==> config.mk <==
export PLATFORM = sky130hd
export DESIGN_NAME = tx_arbiter_sched
export DESIGN_NICKNAME = d
export VERILOG_FILES = /design/src/rtl/tx_arbiter_sched.sv
export SDC_FILE = /design/constraint.sdc
export NUM_CORES = 1
export LEC_CHECK = 0
export CAP_MARGIN = 20
export CORE_UTILIZATION = 40
export CTS_CLUSTER_DIAMETER = 40
export DETAILED_ROUTE_END_ITERATION = 8
export PLACE_DENSITY = 0.82
export SYNTH_ARGS = -nofsm -noshare
export SYNTH_HDL_FRONTEND = slang
export SYNTH_SLANG_ARGS = --single-unit
==> constraint.sdc <==
create_clock -name CLK -period 2 [get_ports CLK]
set_input_delay 0.2 -clock CLK [delete_from_list [all_inputs] [get_ports CLK]]
set_output_delay 0.2 -clock CLK [all_outputs]
set_load 0.05 [all_outputs]
==> src/rtl/tx_arbiter_sched.sv <==
// -----------------------------------------------------------------------------
// tx_arbiter_sched
//
// Round-robin scheduler sharing one parallel-load serial transmitter between
// NREQ requesters. A winning requester's word is captured into DIN, the
// transmitter is loaded and started, and the transfer is closed with a
// one-cycle XFER_DONE (normal completion) or XFER_ERR (timeout) pulse.
//
// Ports
//   CLK            system clock, rising edge
//   RESET          asynchronous, active-high reset
//   REQ            per-requester request levels
//   REQ_DATA       packed request words, requester i at [i*DATA_W +: DATA_W]
//   GRANT          one-hot pulse, coincides with PARALLEL_LOAD
//   XFER_DONE      one-cycle pulse, transfer of CUR_ID completed
//   XFER_ERR       one-cycle pulse, transfer of CUR_ID aborted by timeout
//   CUR_ID         requester being served, stable from GRANT to DONE/ERR
//   BUSY           high whenever a transaction is in progress
//   DIN            word presented to the transmitter
//   PARALLEL_LOAD  transmitter load strobe (one cycle)
//   START_TX       transmitter start request, held until TX_BUSY is seen
//   TX_BUSY        transmitter busy flag
//   TX_DONE        transmitter one-cycle completion pulse
// -----------------------------------------------------------------------------
module tx_arbiter_sched #(
    parameter int NREQ    = 4,
    parameter int DATA_W  = 32,
    parameter int TIMEOUT = 1023
) (
    input  logic                       CLK,
    input  logic                       RESET,
    input  logic [NREQ-1:0]            REQ,
    input  logic [NREQ*DATA_W-1:0]     REQ_DATA,
    output logic [NREQ-1:0]            GRANT,
    output logic                       XFER_DONE,
    output logic                       XFER_ERR,
    output logic [$clog2(NREQ)-1:0]    CUR_ID,
    output logic                       BUSY,
    output logic [DATA_W-1:0]          DIN,
    output logic                       PARALLEL_LOAD,
    output logic                       START_TX,
    input  logic                       TX_BUSY,
    input  logic                       TX_DONE
);

    localparam int ID_W  = $clog2(NREQ);
    localparam int CNT_W = $clog2(TIMEOUT + 1);

    typedef enum logic [2:0] {
        S_IDLE,
        S_LOAD,
        S_START,
        S_WAIT,
        S_FIN
    } state_t;

    state_t              state_q,   state_d;
    logic [ID_W-1:0]     last_id_q, last_id_d;
    logic [ID_W-1:0]     cur_id_q,  cur_id_d;
    logic [DATA_W-1:0]   din_q,     din_d;
    logic [CNT_W-1:0]    cnt_q,     cnt_d;
    logic                err_q,     err_d;
    logic [NREQ-1:0]     grant_q,   grant_d;

    // Round-robin winner: first requester found searching upward from
    // last_id+1, wrapping modulo NREQ.
    logic                req_found;
    logic [ID_W-1:0]     win_id;
    logic [ID_W-1:0]     cand;

    // NOTE: every signal written in a combinational block gets a default
    // first, so no path leaves it unassigned and no latch is inferred.
    always_comb begin
        req_found = 1'b0;
        win_id    = '0;
        cand      = '0;
        for (int k = 1; k <= NREQ; k++) begin
            cand = ID_W'((int'(last_id_q) + k) % NREQ);
            if (!req_found && REQ[cand]) begin
                req_found = 1'b1;
                win_id    = cand;
            end
        end
    end

    always_comb begin
        state_d   = state_q;
        last_id_d = last_id_q;
        cur_id_d  = cur_id_q;
        din_d     = din_q;
        cnt_d     = cnt_q;
        err_d     = err_q;
        grant_d   = '0;

        unique case (state_q)
            S_IDLE: begin
                if (req_found) begin
                    state_d   = S_LOAD;
                    cur_id_d  = win_id;
                    // Updated even if this transfer later aborts, so a
                    // failing requester cannot starve the others.
                    last_id_d = win_id;
                    din_d     = REQ_DATA[int'(win_id) * DATA_W +: DATA_W];
                    err_d     = 1'b0;
                    grant_d   = NREQ'(1) << win_id;
                end
            end

            S_LOAD: begin
                state_d = S_START;
                cnt_d   = '0;
            end

            // TX_DONE is deliberately ignored here: only a completion that
            // follows an observed TX_BUSY belongs to this transfer.
            S_START: begin
                if (TX_BUSY) begin
                    state_d = S_WAIT;
                    cnt_d   = '0;
                end else if (cnt_q == CNT_W'(TIMEOUT - 1)) begin
                    // This is the TIMEOUT-th cycle spent here; counter is
                    // parked at TIMEOUT rather than wrapping.
                    state_d = S_FIN;
                    err_d   = 1'b1;
                    cnt_d   = CNT_W'(TIMEOUT);
                end else begin
                    cnt_d = cnt_q + CNT_W'(1);
                end
            end

            S_WAIT: begin
                if (TX_DONE) begin
                    state_d = S_FIN;
                    err_d   = 1'b0;
                end else if (cnt_q == CNT_W'(TIMEOUT - 1)) begin
                    state_d = S_FIN;
                    err_d   = 1'b1;
                    cnt_d   = CNT_W'(TIMEOUT);
                end else begin
                    cnt_d = cnt_q + CNT_W'(1);
                end
            end

            S_FIN: begin
                state_d = S_IDLE;
            end

            default: begin
                state_d = S_IDLE;
            end
        endcase
    end

    // NOTE: non-blocking assignments so every register updates from the
    // values present before the edge, independent of statement order.
    always_ff @(posedge CLK or posedge RESET) begin
        if (RESET) begin
            state_q   <= S_IDLE;
            last_id_q <= ID_W'(NREQ - 1);
            cur_id_q  <= '0;
            din_q     <= '0;
            cnt_q     <= '0;
            err_q     <= 1'b0;
            grant_q   <= '0;
        end else begin
            state_q   <= state_d;
            last_id_q <= last_id_d;
            cur_id_q  <= cur_id_d;
            din_q     <= din_d;
            cnt_q     <= cnt_d;
            err_q     <= err_d;
            grant_q   <= grant_d;
        end
    end

    // Strobes are decoded from the state register, so they fall as soon as
    // RESET forces the state back to IDLE.
    assign GRANT         = grant_q;
    assign CUR_ID        = cur_id_q;
    assign DIN           = din_q;
    assign BUSY          = (state_q != S_IDLE);
    assign PARALLEL_LOAD = (state_q == S_LOAD);
    assign START_TX      = (state_q == S_START);
    assign XFER_DONE     = (state_q == S_FIN) && !err_q;
    assign XFER_ERR      = (state_q == S_FIN) &&  err_q;

endmodule
[After elaboration in Yosys (flattened, before gate mapping)]
Cells that the tools add are included.
Word-level totals
  register bits: 54
  output and inout bits: 43
  logic and storage cells: 74
Operators by class
  add/subtract/negate cells: 5
  order comparisons: 4
  equality and inequality tests: 8
  shifts and indexed selects: 2
  mux-type cells: 32
  reductions and logical operators: 16
Operators with widths (number)
  indexed part select 128 x 8 -> 32 bit: 1
  two-way mux 10 bit: 3
  one-hot mux 10 bit (3 select lines): 1
  less-than comparator 2 x 3 -> 1 bit (second input constant): 4
  two-way mux 1 bit: 12
  two-way mux 3 bit: 4
  one-hot mux 3 bit (4 select lines): 1
  adder 10 x 1 -> 10 bit (second input constant): 1
  == test 10 bit (second input constant): 1
  nonzero test 3 bit: 3
  binary-select mux 1 bit (select 2 bit): 4
  two-way mux 2 bit: 4
  two-way mux 4 bit: 2
  == test 3 x 2 -> 1 bit (second input constant): 2
  != test 2 bit (second input constant): 3
  logical AND 1 bit: 5
  adder 2 x 1 -> 2 bit (second input constant): 2
  adder 2 bit (second input constant): 2
  zero test 1 bit: 4
  AND reduction 2 bit: 2
  << shifter 1 x 2 -> 4 bit (first input constant): 1
  == test 3 x 1 -> 1 bit (second input constant): 1
  == test 3 bit (second input constant): 1
  zero test 3 bit: 1
  other kinds (2): 2

[Depth between registers and ports, before layout]
Gate-level depths: netlist (run 1).
  depth in word-level cells: 16
  gate-level depth with buffers: 7
  depth with buffers taken out: 6

[Worst setup path after synthesis (run 1)]
No wires, ideal clock.
  kind: flip-flop to flip-flop
  from: reg state_q[2]
  to: reg state_q[1]
  library setup time: 76 ps
  data arrival time: 1877 ps
  setup slack: 46 ps
  stages on the path, launching flop included: 5
  path buffers: 1
  period minus slack after synthesis: 1954 ps
  cells stage by stage: dfrtp_1 clkbuf_1 nor3_1 nor3_1 nor2_1
Between the ends
  word-level cells in the longest chain between the ends: 2
  elaborated cells between the ends (all ways): 6
  classes of those cells: eq/ne: 4; mux: 1; reduce/logical: 1
RTL lines
  from (decl): line 57  | state_t state_q, state_d;
  from (signal assigned): line 166  | state_q <= state_d;
  == test 3 x 1 -> 1 bit
  net PARALLEL_LOAD: line 40  | output logic PARALLEL_LOAD,
  one-hot mux 3 bit (4 select lines): line 95  | unique case (state_q)
The timed path passes the listed nets, and every way through them passes these cells.
A chain may end at the register's enable or synchronous reset.

[Worst setup path in the final report (run 1)]
  from: reg last_id_q[1]
  to: reg din_q[19], in the netlist DIN[19]
Between the ends
  word-level cells in the longest chain between the ends: 14
  elaborated cells between the ends (all ways): 28
  classes of those cells: add/sub: 4; shift: 1; mux: 16; reduce/logical: 7
RTL lines
  from (decl): line 58  | logic [ID_W-1:0] last_id_q, last_id_d;
  from (signal assigned): line 159  | last_id_q <= ID_W'(NREQ - 1);
  from (signal assigned): line 167  | last_id_q <= last_id_d;
  adder 2 x 1 -> 2 bit: line 78  | cand = ID_W'((int'(last_id_q) + k) % NREQ);
  binary-select mux 1 bit (select 2 bit): line 79  | if (!req_found && REQ[cand]) begin
  two-way mux 1 bit (not written as such): line 79
  two-way mux 1 bit: line 79
  zero test 1 bit: line 79
  logical AND 1 bit: line 79
  two-way mux 1 bit: line 79
  zero test 1 bit: line 79
  logical AND 1 bit: line 79
  two-way mux 1 bit: line 79
  zero test 1 bit: line 79
  logical AND 1 bit: line 79
  two-way mux 2 bit or two-way mux 1 bit (tied branches): line 79
  indexed part select 128 x 8 -> 32 bit or AND reduction 2 bit (tied branches)
  to (signal assigned): line 169  | din_q <= din_d;
  to (decl): line 60  | logic [DATA_W-1:0] din_q, din_d;
Parallel ways exist; a longest one is shown, timed or not. The select of a mux whose other input is x is not followed.

==> metrics.sh, run 1 <==
IRDROPWORSTVDD_uV=783
SYNTH_ASYNC_SR_FLOP_SHARE_PCT=100
ROUTE.ANTENNA.REMAINING_NETS=0
DRT_WL_TOTAL_MM=12.4
SYNTHESIS.AREA_PER_INSTANCE_UM2=9.00
GRT_FIRST_PASS_WIRELENGTH_MM=18.8
LAYOUT_MIN_CYCLE_TIME_NS=1.89
TIMING.CRITICAL_PATH.FROM_TYPE='register'
POST_ROUTE_CELLS_DRIVE_ABOVE_1_SHARE_PCT=11.0
CRITICAL_PATH.SLOWEST_CELL='sky130_fd_sc_hd__dfstp_2'
WORST_SLEW_MARGIN_REL_PCT=61.4
ANTENNA_FOUND_INITIAL=0
REMAINING_DRC_ERRORS=2
GROUTE.USAGE.OVERALL_PCT=27.9
SYNTH.NET_COUNT=510
POWER_LEAKAGE_nW=2.21
VIOLATED_CHECKS='design-rule violations'
CTS_INSERTED_BUFFERS=5
YOSYS.AREA.TOP_TYPE='sky130_fd_sc_hd__dfrtp_1'
CELL_WITH_THE_MOST_INSTANCES_AFTER_SYNTHESIS='sky130_fd_sc_hd__dfrtp_1'
DIEAREA_UM2=8740
MAX-CLOCK-PATH-BUFFERS=2
SEQUENTIAL_CELL_AREA_UM2=1350
FILLER_CELL_COUNT=672
CORE_UM2=8180
CRIT_REQUIRED_NS=2.22
LAYOUT_WORST_PATH_CYCLE_SHARE_PCT=94.4
CRITICAL_PATH.ENDPOINT_TYPE='register'
CP_TOP_FAMILY='compound AO/OA/AOI/OAI gates'
SYNTH-WARNING-COUNT=0
SETUP_REPAIR_AFTER_GLOBAL_ROUTING_MISSED_ITS_MARGIN='no'
TOP_LEVEL_PORTS=179
CP_MAX_FO=14
RUN_STATUS='complete, but fails checks'
ROW_COUNT=33
GRT.OVERFLOW.TOTAL=0
WORST-SLEW-PIN-TRANSITION_NS=0.574
DPL_WORST_SLACK_NS=-0.0703
FINAL-SETUP-VIOL-COUNT=0
PLACE_HPWL_MM=9.58
CTSROOTBUFFERMASTER='sky130_fd_sc_hd__clkbuf_8'
DIODES=0
TOTALNEGATIVESETUPSLACK_NS=0
HOLDWS_NS=0.241
TIMING.CLOCK.SKEW_NS=0.0102
YOSYSSEQAREASHARE_PCT=40.4
SYNTH.AREA.TOP_CELLS='sky130_fd_sc_hd__dfrtp_1 (39%), sky130_fd_sc_hd__o211ai_1 (7.4%), sky130_fd_sc_hd__a221oi_1 (7.3%), sky130_fd_sc_hd__a31oi_1 (6.7%), sky130_fd_sc_hd__nand2_1 (4.8%)'
DIEHEIGHT_UM=93.5
MAX_CLOCK_FREQ_GHz=0.529
ROUTED-VIA-COUNT=3833
TIMING.MAX_CAP.VIOLATIONS=0
CLK_TRANSITION_REPORTED_PATHS_NS=0.10
NUMPORTBUFFERS=178
NUMBER_OF_GLOBAL_ROUTE_VIAS_BEFORE_REPAIR=3668
TIMING.FINAL.HOLD_VIOLATIONS=0
YOSYS-TOP-CELLS-COUNT='sky130_fd_sc_hd__dfrtp_1 (52), sky130_fd_sc_hd__nand2_1 (43), sky130_fd_sc_hd__nor2_1 (42)'
GRT_MAX_DEGREE=24
POSTSYNTH.TOPFLOPCELL='sky130_fd_sc_hd__dfrtp_1'
FLOORPLAN.INITIALDENSITY_PCT=41.0
SYNTHTOLAYOUTAREAGROWTH_PCT=64.0
WORST-PATH-BUF-INV=1
CP_CELL_SEQUENCE='o21ba_2 > o211ai_1 > buf_4 > a221oi_1 > a31oi_1'
DR.FIRST_ITER.DRC_COUNT=250
DRT-VIAS-PER-INSTANCE=5.83
DIE_W_UM=93.5
CLOCK_LATENCY_NS=0.30
FINAL_MAX_SLEW_VIOL_COUNT=0
SYNTH-EDFF-COUNT=0
SYNTH-SEQ-CELLS=54
MULTI_INPUT_AREA_UM2=1760
SETUP.WORST_PATH.CLASS='reg -> reg'
FINISH.UTILIZATION_PCT=67.2
POST_DRT_WL_PER_CELL_UM=18.9
SETUP_SLACK_NS=0.111
CTS.HOLD.BUFFERS_ADDED=0
HOLD_CLASS='in -> async'
POWER_DENSITY_nW_PER_UM2=1390
CRITPATHMAXSTAGEDELAY_NS=0.67
SYN-INSTANCE-COUNT=372
HTREEDEPTH=2
NETS=690
POWER_mW=7.65
SYNTH.LIB_CELLS_USED.DISTINCT=51
CTS_SINKS=54
SYNTHDOMINANTCELLAREASHARE_PCT=38.8
DR.PASS1.ITERS=7
CP.ARRIVAL_NS=2.11
FINALWEIGHTEDCONGESTION=0.885
CLOCK_TREE_FROM_TRITONCTS='built'
SYN-CELL-AREA_UM2=3350
## sequential cells by signal (all words and copies together), names as in the netlist
register and flops:
state_q 3, err_q 1, last_id_q 2, GRANT 4, cnt_q 10, DIN 32
CUR_ID 2
## layout by cell type, fill, tap and decap left out, drive strengths merged, types with 2 or more instances in the layout
cell,count
inv,6
dfstp,2
nor3,3
nor2b,5
clkdlybuf4s50,173
a21oi,13
nor2,42
and3,7
o21ai,6
a221oi,32
buf,36
o211ai,33
a31oi,36
a41oi,3
nand3,6
and2,2
ha,2
nand2,43
clkbuf,7
dfrtp,52
and4,3
o22a,9
or3,3
nand2b,5
a22o,2
## area by class of cell
class                           instances  share of cell area (%)
Inverter                                6                   0.410
Timing Repair Buffer                  210                    38.7
Clock buffer                            7                    1.39
Sequential cell                        54                    24.6
Multi-Input combinational cell        275                    32.0
Clock inverter                          1                   0.547
Tap cell                              105                    2.39
## final timing paths
kind / start / to / slack (ns) / depth (start not counted)
min reg2reg: CUR_ID[0] / CUR_ID[0] / 0.50 / 2
max reg2reg: last_id_q[1] / DIN[19] / 0.11 / 5
max in group asynchronous: RESET / DIN[18] / 1.24 / 3
min: RESET / cnt_q[3] / 0.24 / 2
max: last_id_q[1] / DIN[19] / 0.11 / 5
min in group CLK: REQ_DATA[59] / DIN[27] / 0.45 / 3
## cell families (layout without fill, tap and decap cells)
logic type	count (synthesis)	in the layout	synth area share [%]
AOI/OAI and AO/OA	144	144	32.3
and+or+nand+nor	128	128	18.5
DFF	54	54	40.4
muxes	1	1	0.336
buffers and inverters	43	224	7.70
adders and majority gates	2	2	0.747
## timing repair
| item | CTS | global route |
|---|---|---|
| resized for setup | 1 | 2 |
| buffers inserted | 0 | 0 |
| endpoints found under the setup margin | 1 | 2 |
## power breakdown
group          internal [mW]  switching (mW)
Clock                  0.375           0.343
Sequential              1.55           0.302
Combinational           1.97            3.12
## metrics by stage
stage	cells	cell area, um2
floorplan	372	3350
global placement	650	5380
detailed placement	650	5380
CTS	658	5480
global route	658	5490
finish	658	5490
## metal layers
layer | track usage [%] | up-vias | share of wire (%)
met1 | 35.5 | 1848 | 40
met5 | 0 | - | 0
met2 | 46.6 | 166 | 50
li1 | - | 1781 | -
met3 | 5.61 | 38 | 6.8
met4 | 10.4 | 0 | 3.4
(Power assumes the default switching activity.)
==> run 2: changes to the inputs <==
ABC_CLOCK_PERIOD_IN_PS = 2000   (was default)
==> results of run 2 <==
The final DEF is identical to that of run 1; final timing and power are the same.
==> run 3: changes to the inputs <==
CORE_ASPECT_RATIO = 0.9   (was default)
==> run 3 against run 2 <==
Effect of this change: register-to-register slack improved by 0.06 ns; clock power decreased by 9.6%; largest power group unchanged; sequential share of layout area increased by 0.38 points; fmax increased by 3.5%; sequential power about the same; routed wire length about the same; clock skew increased by 0.0042 ns; final cell count decreased by 1.8%; the run still ends with design-rule violations left; worst setup slack improved by 0.065 ns; first-iteration DRC count increased by 16%; critical endpoint is now DIN[12]; sequential cell count unchanged.
==> metrics.sh, run 3 (same netlist as run 1, synthesis figures left out) <==
RUN_STATUS='complete, but fails checks'
VIOLATED_CHECKS='design-rule violations'
ROUTED-VIA-COUNT=3891  # +1.5%
TOTALNEGATIVESETUPSLACK_NS=0  # unchanged
FILLER_CELL_COUNT=651  # -3.1%
WORST_SLEW_MARGIN_REL_PCT=60.9  # -0.52 points
CRIT_REQUIRED_NS=2.18  # -0.04 ns
GRT_FIRST_PASS_WIRELENGTH_MM=19.0  # +1.3%
POWER_mW=7.53  # -1.7%
FINALWEIGHTEDCONGESTION=0.839  # -5.2%
CLOCK_LATENCY_NS=0.32  # +0.02 ns
DRT_WL_TOTAL_MM=12.4  # about the same
REMAINING_DRC_ERRORS=14  # +12
SW_FRAC_OF_TOTAL_PCT=50.4  # +1.3 points
NUMPLACEDINSTANCES=636  # -2.2%
SYNTHTOLAYOUTAREAGROWTH_PCT=61.5
WORST-SLEW-PIN-TRANSITION_NS=0.585  # +0.0108 ns
POST_DRT_WL_PER_CELL_UM=19.3  # +1.9%
CTSROOTBUFFERMASTER='sky130_fd_sc_hd__clkbuf_8'
CP.ARRIVAL_NS=2.01  # -0.10 ns
GRT_MAX_DEGREE=34  # +42%
TIMING.CRITICAL_PATH.FROM_TYPE='register'
PLACE_HPWL_MM=8.93  # -6.8%
LAYOUT_WORST_PATH_CYCLE_SHARE_PCT=91.2  # -3.2 points
NUMBER_OF_GLOBAL_ROUTE_VIAS_BEFORE_REPAIR=3689  # +0.57%
TOP_LEVEL_PORTS=179  # unchanged
CTS_INSERTED_BUFFERS=5  # unchanged
INTPOWER_mW=3.73  # -4.1%
POWER.SHARE.SEQUENTIAL_PCT=24.8  # +0.6 points
GROUTE.USAGE.OVERALL_PCT=27.9  # about the same
CTS_SINKS=54  # unchanged
CLK_TRANSITION_REPORTED_PATHS_NS=0.11  # about the same
DRT-VIAS-PER-INSTANCE=6.02  # +3.4%
MULTI_INPUT_AREA_UM2=1750  # -0.28%
MAX-CLOCK-PATH-BUFFERS=2  # unchanged
POWER_DENSITY_nW_PER_UM2=1390  # -0.16%
CORE_UM2=8070  # -1.3%
FINAL_CELLS=646  # -1.8%
MAX_CLOCK_FREQ_GHz=0.548  # +3.5%
FLOORPLAN.INITIALDENSITY_PCT=41.5  # +0.55 points
CLKPWRFRAC_PCT=8.6  # -0.8 points
FINAL_CELL_MIX='sky130_fd_sc_hd__clkdlybuf4s50_1 (173), sky130_fd_sc_hd__dfrtp_1 (52), sky130_fd_sc_hd__nand2_1 (43)'
LAYOUT_MIN_CYCLE_TIME_NS=1.82  # -0.0645 ns
POST_ROUTE_CELLS_DRIVE_ABOVE_1_SHARE_PCT=10.4  # -0.61 points
HOLD_CLASS='in -> async'
IRDROPWORSTVDD_uV=736  # -6.0%
NUMPORTBUFFERS=178  # unchanged
ROW_COUNT=31  # -6.1%
SEQUENTIAL_CELL_AREA_UM2=1350  # unchanged
SETUP.WORST_PATH.CLASS='reg -> reg'
DIODES=0  # unchanged
CTS.HOLD.BUFFERS_ADDED=0  # unchanged
DR.PASS1.ITERS=8  # +1
DIEHEIGHT_UM=88.8  # -5.0%
DIE_W_UM=98.5  # +5.3%
COMB_POWER_SHARE_PCT=66.6  # about the same
POWER_LEAKAGE_nW=2.16  # -1.9%
ANTENNA_FOUND_INITIAL=0  # unchanged
DIEAREA_UM2=8740  # about the same
ROUTE.ANTENNA.REMAINING_NETS=0  # unchanged
CLOCK_TREE_FROM_TRITONCTS='built'
SETUP_REPAIR_AFTER_GLOBAL_ROUTING_MISSED_ITS_MARGIN='no'
HTREEDEPTH=2  # unchanged
TIMING.CLOCK.SKEW_NS=0.0144  # +0.00421 ns
NUMBER_OF_FLIP_FLOPS_UNDER_THE_LARGEST_REGISTER_NAME=32  # unchanged
NETS=684  # -0.87%
CP_MAX_FO=23  # +9
FINAL_MAX_SLEW_VIOL_COUNT=0  # unchanged
GRT.OVERFLOW.TOTAL=0  # unchanged
FINAL-SETUP-VIOL-COUNT=0  # unchanged
SETUP_SLACK_NS=0.176  # +0.0646 ns
CRITICAL_PATH.ENDPOINT_TYPE='register'
P_SWITCHING_mW=3.80  # +0.91%
PLACED_AREA_UM2=5290  # -1.5%
FINAL_DESIGN_AREA_NO_FILL_UM2=5410  # -1.5%
TIMING.MAX_CAP.VIOLATIONS=0  # unchanged
DR.FIRST_ITER.DRC_COUNT=290  # +16%
FINAL_COMMON_CELL='sky130_fd_sc_hd__clkdlybuf4s50_1'
DPL_WORST_SLACK_NS=-0.162  # -0.0918 ns
TIMING.FINAL.HOLD_VIOLATIONS=0  # unchanged
## run 3: changes by cell type in the layout (fill, tap and decap cells not counted), sizes merged
cell / delta
buf: -5
bufinv: -1
clkbuf: -1
clkinv: +1
clkinvlp: +1
dlygate4sd2: -1
## run 3: worst max-delay path, cell delays in order (launching register included)
cell and delay (ns):
sky130_fd_sc_hd__dfrtp_1 0.46, sky130_fd_sc_hd__or3_4 0.44, sky130_fd_sc_hd__nand2b_4 0.21, sky130_fd_sc_hd__buf_12 0.18, sky130_fd_sc_hd__a221oi_2 0.26, sky130_fd_sc_hd__a31oi_1 0.14
## run 3: cell type report
type / instances / share of cell area [%]
clock buffer: 6 / 1.53
timing repair buffer: 204 / 38.2
clock inverter: 2 / 0.231
multi-input combinational: 275 / 32.4
inverter: 6 / 0.416
sequential: 54 / 25.0
tap: 99 / 2.29
## run 3: final timing paths
| check | to | depth (start not counted) | start | slack, ns |
|---|---|---|---|---|
| worst max-delay path | DIN[12] | 5 | state_q[0] | 0.18 |
| worst min-delay path | cnt_q[8] | 2 | RESET | 0.24 |
| worst max register to register | DIN[12] | 5 | state_q[0] | 0.18 |
| worst min register to register | CUR_ID[0] | 2 | CUR_ID[0] | 0.50 |
| max in group asynchronous | cnt_q[0] | 3 | RESET | 1.20 |
| min in group CLK | DIN[5] | 3 | REQ_DATA[37] | 0.43 |
## run 3: repair_timing
item                       in CTS  in global routing
gates resized for setup         1                  0
setup endpoints to repair       1                  3
gates cloned                    0                  0
buffers inserted                0                  2
## run 3: power by group through the flow
stage	clock [mW]	sequential [mW]	combinational [mW]
after floorplan	0	3.05	2.05
after global placement	0	1.87	4.84
after detailed placement	0	1.90	4.93
after CTS	0.671	1.88	4.95
after global routing	0.698	1.93	5.31
final	0.649	1.87	5.01
## run 3: per-stage QoR
stage          util [%]  hold slack, ns
2_1_floorplan         -           0.339
3_3_place_gp       65.6           0.479
3_5_place_dp       65.6           0.462
4_1_cts            66.9           0.240
5_1_grt            67.1           0.279
6_report           67.1           0.243
## run 3: routing by layer
metal  GRT usage, %  vias to the layer above  share of wire (%)
met5              0                        -                  0
met4           11.9                        0                3.1
met3           3.63                       35                6.9
met2           47.3                      195                 49
met1           36.4                     1883                 41
li1               -                     1778                  -
